`src/rtl/result_collector.sv`:
```
// result_collector
// Gathers sparse per-core results into a single stream. Each core has a
// one-deep holding register. A round-robin arbiter moves one held result
// per cycle into a first-word-fall-through FIFO, tagged with the index of
// the core that produced it. Results that are overwritten before they are
// granted are counted as drops.
module result_collector #(
    parameter int NCORES = 38,
    parameter int DW     = 28,
    parameter int ENW    = 4,
    parameter int DEPTH  = 16,
    parameter int TW     = 6
) (
    input  logic                     clk,
    input  logic                     rst,
    input  logic [NCORES*DW-1:0]     core_data,
    input  logic [NCORES*ENW-1:0]    core_en,
    output logic [DW-1:0]            out_data,
    output logic [TW-1:0]            out_tag,
    output logic [ENW-1:0]           out_code,
    output logic                     out_valid,
    input  logic                     out_ready,
    output logic [$clog2(DEPTH):0]   fifo_count,
    output logic                     overflow,
    output logic [15:0]              drop_cnt
);

    localparam int AW = $clog2(DEPTH);
    localparam int CW = AW + 1;
    localparam int EW = TW + ENW + DW;

    // Holding registers
    logic [NCORES-1:0] r_pend;
    logic [ENW-1:0]    r_code [NCORES];
    logic [DW-1:0]     r_data [NCORES];
    logic [NCORES-1:0] w_cap;
    logic [NCORES-1:0] w_gnt_oh;
    logic [NCORES-1:0] w_drop;

    // Arbiter
    logic [TW-1:0]     r_rr_ptr;
    logic [TW-1:0]     w_gnt_idx;
    logic              w_gnt;

    // Status
    logic              r_overflow;
    logic [15:0]       r_drop_cnt;
    logic [16:0]       w_drop_sum;

    // FIFO
    logic [EW-1:0]     r_mem [DEPTH];
    logic [AW-1:0]     r_wptr;
    logic [AW-1:0]     r_rptr;
    logic [CW-1:0]     r_count;
    logic              w_full;
    logic              w_pop;
    logic [EW-1:0]     w_head;

    for (genvar k = 0; k < NCORES; k++) begin : g_lane
        assign w_cap[k] = |core_en[k*ENW +: ENW];

        // Latch the lane's code and data whenever the core flags a result.
        always_ff @(posedge clk) begin
            if (!rst) begin
                r_code[k] <= '0;
                r_data[k] <= '0;
            end else if (w_cap[k]) begin
                r_code[k] <= core_en[k*ENW +: ENW];
                r_data[k] <= core_data[k*DW +: DW];
            end
        end
    end

    assign w_full = (r_count == CW'(DEPTH));
    assign w_pop  = (r_count != '0) && out_ready;

    // Round-robin search: first pending lane at or after r_rr_ptr, modulo NCORES.
    always_comb begin
        logic [TW:0] w_sum_idx;
        w_gnt     = 1'b0;
        w_gnt_idx = '0;
        w_sum_idx = '0;
        for (int i = 0; i < NCORES; i++) begin
            w_sum_idx = {1'b0, r_rr_ptr} + (TW+1)'(i);
            if (w_sum_idx >= (TW+1)'(NCORES))
                w_sum_idx = w_sum_idx - (TW+1)'(NCORES);
            if (!w_gnt && r_pend[w_sum_idx[TW-1:0]]) begin
                w_gnt     = 1'b1;
                w_gnt_idx = w_sum_idx[TW-1:0];
            end
        end
        // A full FIFO stalls the arbiter; held results simply wait.
        if (w_full)
            w_gnt = 1'b0;
    end

    // A capture on the granted lane reloads it and is not a drop.
    assign w_gnt_oh   = w_gnt ? (NCORES'(1) << w_gnt_idx) : '0;
    assign w_drop     = w_cap & r_pend & ~w_gnt_oh;
    assign w_drop_sum = {1'b0, r_drop_cnt} + 17'($countones(w_drop));

    // Pending flags, round-robin pointer and sticky drop accounting.
    always_ff @(posedge clk) begin
        if (!rst) begin
            r_pend     <= '0;
            r_rr_ptr   <= '0;
            r_overflow <= 1'b0;
            r_drop_cnt <= '0;
        end else begin
            r_pend <= (r_pend & ~w_gnt_oh) | w_cap;
            if (w_gnt)
                r_rr_ptr <= (w_gnt_idx == TW'(NCORES-1)) ? '0 : w_gnt_idx + TW'(1);
            if (|w_drop) begin
                r_overflow <= 1'b1;
                r_drop_cnt <= w_drop_sum[16] ? 16'hFFFF : w_drop_sum[15:0];
            end
        end
    end

    // FIFO storage; contents are don't-care until the pointers say otherwise.
    always_ff @(posedge clk) begin
        if (w_gnt)
            r_mem[r_wptr] <= {w_gnt_idx, r_code[w_gnt_idx], r_data[w_gnt_idx]};
    end

    // FIFO pointers and occupancy; pointers wrap naturally at DEPTH.
    always_ff @(posedge clk) begin
        if (!rst) begin
            r_wptr  <= '0;
            r_rptr  <= '0;
            r_count <= '0;
        end else begin
            if (w_gnt)
                r_wptr <= r_wptr + AW'(1);
            if (w_pop)
                r_rptr <= r_rptr + AW'(1);
            case ({w_gnt, w_pop})
                2'b10:   r_count <= r_count + CW'(1);
                2'b01:   r_count <= r_count - CW'(1);
                default: r_count <= r_count;
            endcase
        end
    end

    assign w_head     = r_mem[r_rptr];
    assign out_valid  = (r_count != '0);
    assign {out_tag, out_code, out_data} = out_valid ? w_head : '0;
    assign fifo_count = r_count;
    assign overflow   = r_overflow;
    assign drop_cnt   = r_drop_cnt;

endmodule

```
`config.mk`:
```
export PLATFORM = sky130hd
export DESIGN_NAME = result_collector
export DESIGN_NICKNAME = d
export VERILOG_FILES = /design/src/rtl/result_collector.sv
export SDC_FILE = /design/constraint.sdc
export NUM_CORES = 2
export LEC_CHECK = 0
export CORE_AREA = 3 3 497 499
export CTS_CLUSTER_DIAMETER = 60
export DETAILED_ROUTE_END_ITERATION = 7
export DIE_AREA = 0 0 500 502
export PLACE_DENSITY_LB_ADDON = 0.15
export SETUP_SLACK_MARGIN = 0.5
export SYNTH_ARGS = -nofsm -noshare
export SYNTH_HDL_FRONTEND = slang
export SYNTH_SLANG_ARGS = --single-unit
```
`constraint.sdc`:
```
create_clock -name clk -period 17.65 [get_ports clk]
set_clock_uncertainty 0.05 [all_clocks]
set_input_delay 1.765 -clock clk [delete_from_list [all_inputs] [get_ports clk]]
set_output_delay 1.765 -clock clk [all_outputs]
set_load 0.02 [all_outputs]
```
Word level (Yosys, flattened, before mapping)
Memories as Yosys holds them, arrays and structs flattened. A register that Yosys moved wholly into a read port is not among the register bits.
Index checks and enable logic that the tools add are counted.

word-level totals
  register bits after elaboration = 74
  bits in writable memories = 1824
  input port bits = 1219
  logic and storage cells = 797
  memories kept = 3

operators by class
  $add $sub $neg = 118
  $lt $le $gt $ge = 76
  equality and inequality tests = 4
  shift operators = 1
  mux-type cells = 391
  bitwise gates (word level) = 81
  reduce and logical (&&, ||, !) cells = 116

memory list
  memory  words  bits a word  rd ports  clocked after memory_dff  write ports  RTL line  RTL
  r_data  38     28           1         0                         38           35        logic [DW-1:0] r_data [NCORES];
  r_mem   16     38           1         1                         1            51        logic [EW-1:0] r_mem [DEPTH];
  r_code  38     4            1         0                         38           34        logic [ENW-1:0] r_code [NCORES];

operators by type and width
  cell                  count
  $mux 28               38
  $mux 6                77
  $lt 6x7->1 const B    38
  $ge 7x6->1 const B    37
  $bmux 1 s6            38
  $sub 6x6->6 const B   38
  $mux 1                194
  $mux 4                40
  $reduce_or 4->1       38
  $and 38x38->38        3
  $add 6x5->7 const B   16
  $mux 38               2
  $or 1x1->1            76
  $add 6x4->7 const B   8
  $add 6x6->7 const B   6
  $add 1x1->2           19
  $logic_and 1x1->1     38
  $not 38->38           1
  $or 38x38->38         1
  $reduce_or 38->1      1
  $shl 1x6->38 const A  1
  $logic_not 1->1       37
  $add 6x3->7 const B   4
  $add 2x2->3           9
  other kinds (21)      27

Depth between registers and ports, before layout
  depth in word-level cells = 128
  gate-level depth with buffers = 65
  mapped depth without buffers = 46

Least setup slack after synthesis
No wires, ideal clock.

  path type = flip-flop to flip-flop
  from = register r_rr_ptr[1]
  to = register r_drop_cnt[15] (netlist: drop_cnt[15])
  arrival = 15.549 ns
  setup slack = 1.932 ns
  stages on the path, launching flop included = 62
  period minus slack after synthesis = 15.718 ns
  path through = dfxtp_1 buf_2 buf_4 buf_4 inv_2 buf_2 buf_2 buf_1 ha_1 buf_2 clkinv_1 clkbuf_1 buf_2 buf_2 buf_1 buf_1 ha_1 nor2_1 [... 26 more ...] fa_1 fa_1 fa_1 fa_1 inv_1 fa_1 fa_1 fa_1 a21oi_1 nor2_1 nor2_1 o21bai_1 a21oi_1 o21bai_1 a21o_1 and3_1 or4b_2 o221a_1

between the ends
  cells in the longest elaborated chain, start to end = 128
  elaborated cells on any way between the ends = 422

RTL lines
  item                                                                   RTL line  RTL
  from (decl)                                                            41        logic [TW-1:0] r_rr_ptr;
  from (signal assigned)                                                 112       r_rr_ptr <= (w_gnt_idx == TW'(NCORES-1)) ? '0 : w_gnt_idx + TW'(1);
  parallel branches: the longest is 117 deep, another holds $add 6x1->7  --
  $mux 38 (*)                                                            98        assign w_gnt_oh = w_gnt ? (NCORES'(1) << w_gnt_idx) : '0;
  $not 38->38 (*)                                                        99        assign w_drop = w_cap & r_pend & ~w_gnt_oh;
  $and 38x38->38 (*)                                                     99
  $add 1x1->2 (not written as such)                                      100       assign w_drop_sum = {1'b0, r_drop_cnt} + 17'($countones(w_drop));
  $add 2x2->3 (not written as such)                                      100
  $add 3x3->4 (not written as such)                                      100
  $add 4x4->5 (not written as such)                                      100
  $add 5x5->6 (not written as such)                                      100
  $add 6x4->7 (not written as such)                                      100
  $add 16x7->17                                                          100
  $mux 16                                                                115       r_drop_cnt <= w_drop_sum[16] ? 16'hFFFF : w_drop_sum[15:0];
  to (signal assigned)                                                   115
  to (decl)                                                              47        logic [15:0] r_drop_cnt;

Mark *: on every way between the ends. The select of a mux whose other input is x is not followed.
A chain may end at the register's enable or synchronous reset.

Worst setup path after layout
  from = register r_rr_ptr[3]
  to = register r_drop_cnt[15] (netlist: drop_cnt[15])

The elaborated chain is that of the path after synthesis.

==> results.txt <==
- Multiplexer share of the synthesized area: 12.8%
- Timing would allow up to 62.4 MHz.
- Netlist Area Pre-Place: 109,000 sq um
* First-iteration detailed-routing DRC count: 16,304
- Across all hold checks on the routed design, the worst slack comes to 0.399 ns.
* Average size of a mapped cell: 11.3 sq um
- TritonCTS built the clock tree.
- Compound-gate portion of the synthesized area: 11.7%
* Global-route wire length before repair: 795 mm
- Across every metal layer, demand over resource in global routing totals 46.3%.
* Post-synthesis async set-or-reset flop share: 0%
- Total Routed Length: 599 mm
* Post-CTS sizing: 0
* DRC: 15
* Wire per inst: 41.3 um
- Summing the areas of all and, or, nand and nor instances in the mapped netlist gives 18.3% of the synthesized area.
- Top-level I/O count: 1,280
- The core region is 243,000 sq um.
- In this run, distinct cell masters in the synthesized netlist total 134.
* Pin count of the biggest net entering global routing: 133
- Number of hold buffers added after CTS: 0
- Class of the tightest hold or removal check: flip-flop to flip-flop
* Maximum cell stage delay along the critical path: 0.83 ns
- The count of buffers added on input and output ports is 1,279.
- Post-synthesis net count: 10,994
- In the final layout, the share of cells above drive strength 1 is 13.9%.
- Synthesized instance count: 9,674
- The congestion estimate from routability-driven global placement came to 1.16.
- Critical path startpoint category: flip-flop
- The number of failing hold endpoints at the final stage was 0.
* Horizontal extent of the die: 500 um
- The slowest stage of the critical path is the sky130_fd_sc_hd__a21oi_1 cell.
- Counting along the longest clock path gives a buffer depth of 3.
- The number of pins exceeding their max-slew limit in the final report was 0.
- Clock-pin slew was measured on the worst setup and hold paths at 0.06 ns.
- The net count of the finished layout is 12,352.
- Aggregate negative setup slack: 0 ns
- The placed instances occupy a cell area of 128,000 sq um.
- The detail route stage leaves a number of antenna-violating nets equal to 0.
- Total clock sinks: 1,902
- The via count of the first global-routing pass is 93,158.
- The die covers 251,000 sq um.
* Final core occ: 55.8%
- Status: finished with violations
- For this run, the leading register cell type out of synthesis is sky130_fd_sc_hd__edfxtp_1.
* Required time at the worst-slack endpoint: 18.37 ns
* Total clock buffers created by CTS: 201
* Remaining Overflow, GRT: 0
* Worst max-slew margin expressed relative to the limit: 3.45%
- Starting density of the core: 45.0%
* Largest fanout on the critical path: 19
* Most prevalent standard cell on the critical path: sky130_fd_sc_hd__fa_1
- The finished cells cover 136,000 sq um.
- Compared with the post-synthesis result, the final layout area differs by 24.1%.
- The checks that failed: DRC.
- The worst setup path is of the flip-flop to flip-flop kind.
* Post-synthesis share of cell area spent on xor and xnor gates: 1.05%
- Final Critical Period: 16.03 ns
* Cell at the root of the clock tree: sky130_fd_sc_hd__clkbuf_16
* RSZ-0062 raised after global routing: no
* Initial antenna violation count: 164
* Largest family of logic cells by synthesized area: simple AND/OR/NAND/NOR gates
* Vias per std cell: 6.77
- Kind of capture point of the worst setup path: flip-flop
- Number of enable-type register cells in the synthesized netlist: 1,824
- For the worst-skew pair, the clock arrives at the later sink with an insertion delay of 0.94 ns.
- After synthesis the netlist holds a flip-flop and latch count of 1,902.
* First-pass DRT Iterations: 8
- CTS built an H-tree with a depth of 4.
- Worst path arrival time: 16.75 ns
* Synthesis warning total: 0
- After clock tree synthesis, the setup repair step added 0 buffers.
- Sequential share of the synthesized area: 51.6%
- Arithmetic-cell share of the synthesized area counting full adders, half adders and majority gates: 1.38%
* Die Ht: 502 um
* Slew at the pin with the worst max-slew slack: 1.41 ns
- The floorplan has 181 rows.
* Total number of vias: 98,249
- Maximum Capacitance Violations: 0
- The HPWL after detailed placement is 452 mm.
- Period utilization: 90.8%
* Final setup violation count: 0
placed cells by master, fill, tap and decap left out, drive strengths merged, types with 132 or more instances in the layout:
cell	netlist	layout
mux4	257	257
and2	1152	1152
a21oi	368	368
o21ai	290	290
nand3	529	529
clkbuf	460	244
inv	122	132
nor2	408	408
edfxtp	1824	1824
mux2i	739	739
clkdlybuf4s50	0	1278
buf	237	574
nand2	1120	1120
and3	176	176
cells by family after synthesis:
logic type	after synthesis
compound gates	1773
xor+xnor	120
fa+ha+maj	101
buf+inv	826
flops	1902
mux	1067
simple gates	3885
synthesized netlist by cell type (all sizes together) (24+ instances only):
cell type | number | area share, %
edfxtp | 1824 | 50
and2 | 1152 | 6.6
nand2 | 1120 | 3.9
mux2i | 739 | 6.8
nand3 | 529 | 2.4
clkbuf | 460 | 1.6
nor2 | 408 | 1.4
a21oi | 368 | 1.8
o21ai | 290 | 1.4
mux4 | 257 | 5.3
buf | 237 | 1.2
and3 | 176 | 1.0
nor3 | 130 | 0.62
inv | 122 | 0.42
a31oi | 106 | 0.63
xnor2 | 105 | 0.91
a211oi | 92 | 0.65
a32oi | 88 | 0.71
dfxtp | 78 | 1.4
o211ai | 75 | 0.52
nor4 | 72 | 0.47
mux2 | 71 | 0.73
ha | 69 | 0.79
nand4 | 61 | 0.36
o22ai | 49 | 0.29
a22oi | 48 | 0.33
o221ai | 45 | 0.37
nand2b | 44 | 0.25
o31ai | 44 | 0.32
a21o | 43 | 0.30
a221oi | 43 | 0.35
a311oi | 42 | 0.35
nor2b | 38 | 0.22
a211o | 35 | 0.28
or2 | 35 | 0.20
a2111oi | 32 | 0.29
fa | 32 | 0.59
o311ai | 32 | 0.26
or3 | 31 | 0.19
o2111ai | 30 | 0.25
a21boi | 26 | 0.19
o221a | 24 | 0.25
final cells by class:
| class | count | area, sq um |
|---|---|---|
| flip-flops and latches | 1902 | 56400 |
| repair buffers | 1852 | 17200 |
| well taps | 3202 | 4010 |
| inverters | 129 | 502 |
| multi-input cells | 6946 | 50400 |
| clock buffers | 244 | 5230 |
| fillers | 20308 | 107000 |
| diodes | 105 | 263 |
| clock inverters | 134 | 1620 |
worst max-delay path, delay by kind of cell, from the launching register on:
kind / cells / cell delay (ns)
AND/OR/NAND/NOR: 12 / 3.81
adder cells (fa/ha/maj): 11 / 5.45
AO/OA/AOI/OAI: 13 / 3.86
multiplexers: 1 / 0.45
flip-flops: 1 / 0.58
XOR/XNOR: 1 / 0.24
buffers and inverters: 7 / 1.49
registers in the layout, indices dropped and copies added (netlist names), named ones only:
signal	cells
r_wptr	4
r_data	1064
overflow	1
r_pend	38
r_code	152
fifo_count	5
drop_cnt	16
r_rr_ptr	6
r_mem	608
r_rptr	4
routing by layer:
layer  part of all wire (%)  up-vias  track usage [%]
met5                  0.086        -           0.0965
met4                     11       64             40.8
met3                     12     1953             14.9
met2                     43     8056             67.6
met1                     34    48694             54.8
li1                       -    39482                -
metrics by stage:
step / std cells / setup slack, ns
floorplan: 9674 / 1.93
global placement: 14031 / 1.76
global route: 14473 / 1.22
CTS: 14409 / 1.95
finish: 14514 / 1.62
detailed placement: 14031 / 1.99
worst paths after layout:
kind	from	end	slack, ns	cells past startpoint
min	overflow$_SDFFE_PN0P_	overflow$_SDFFE_PN0P_	0.40	2
max	r_rr_ptr[3]$_SDFFE_PN0P_	drop_cnt[15]$_SDFFE_PN0P_	1.62	45
max reg2reg	r_rr_ptr[3]$_SDFFE_PN0P_	drop_cnt[15]$_SDFFE_PN0P_	1.62	45
min reg2reg	overflow$_SDFFE_PN0P_	overflow$_SDFFE_PN0P_	0.40	2
Power is not shown: default switching activity piles up to over one toggle a cycle in this logic, so the estimate is an artifact.
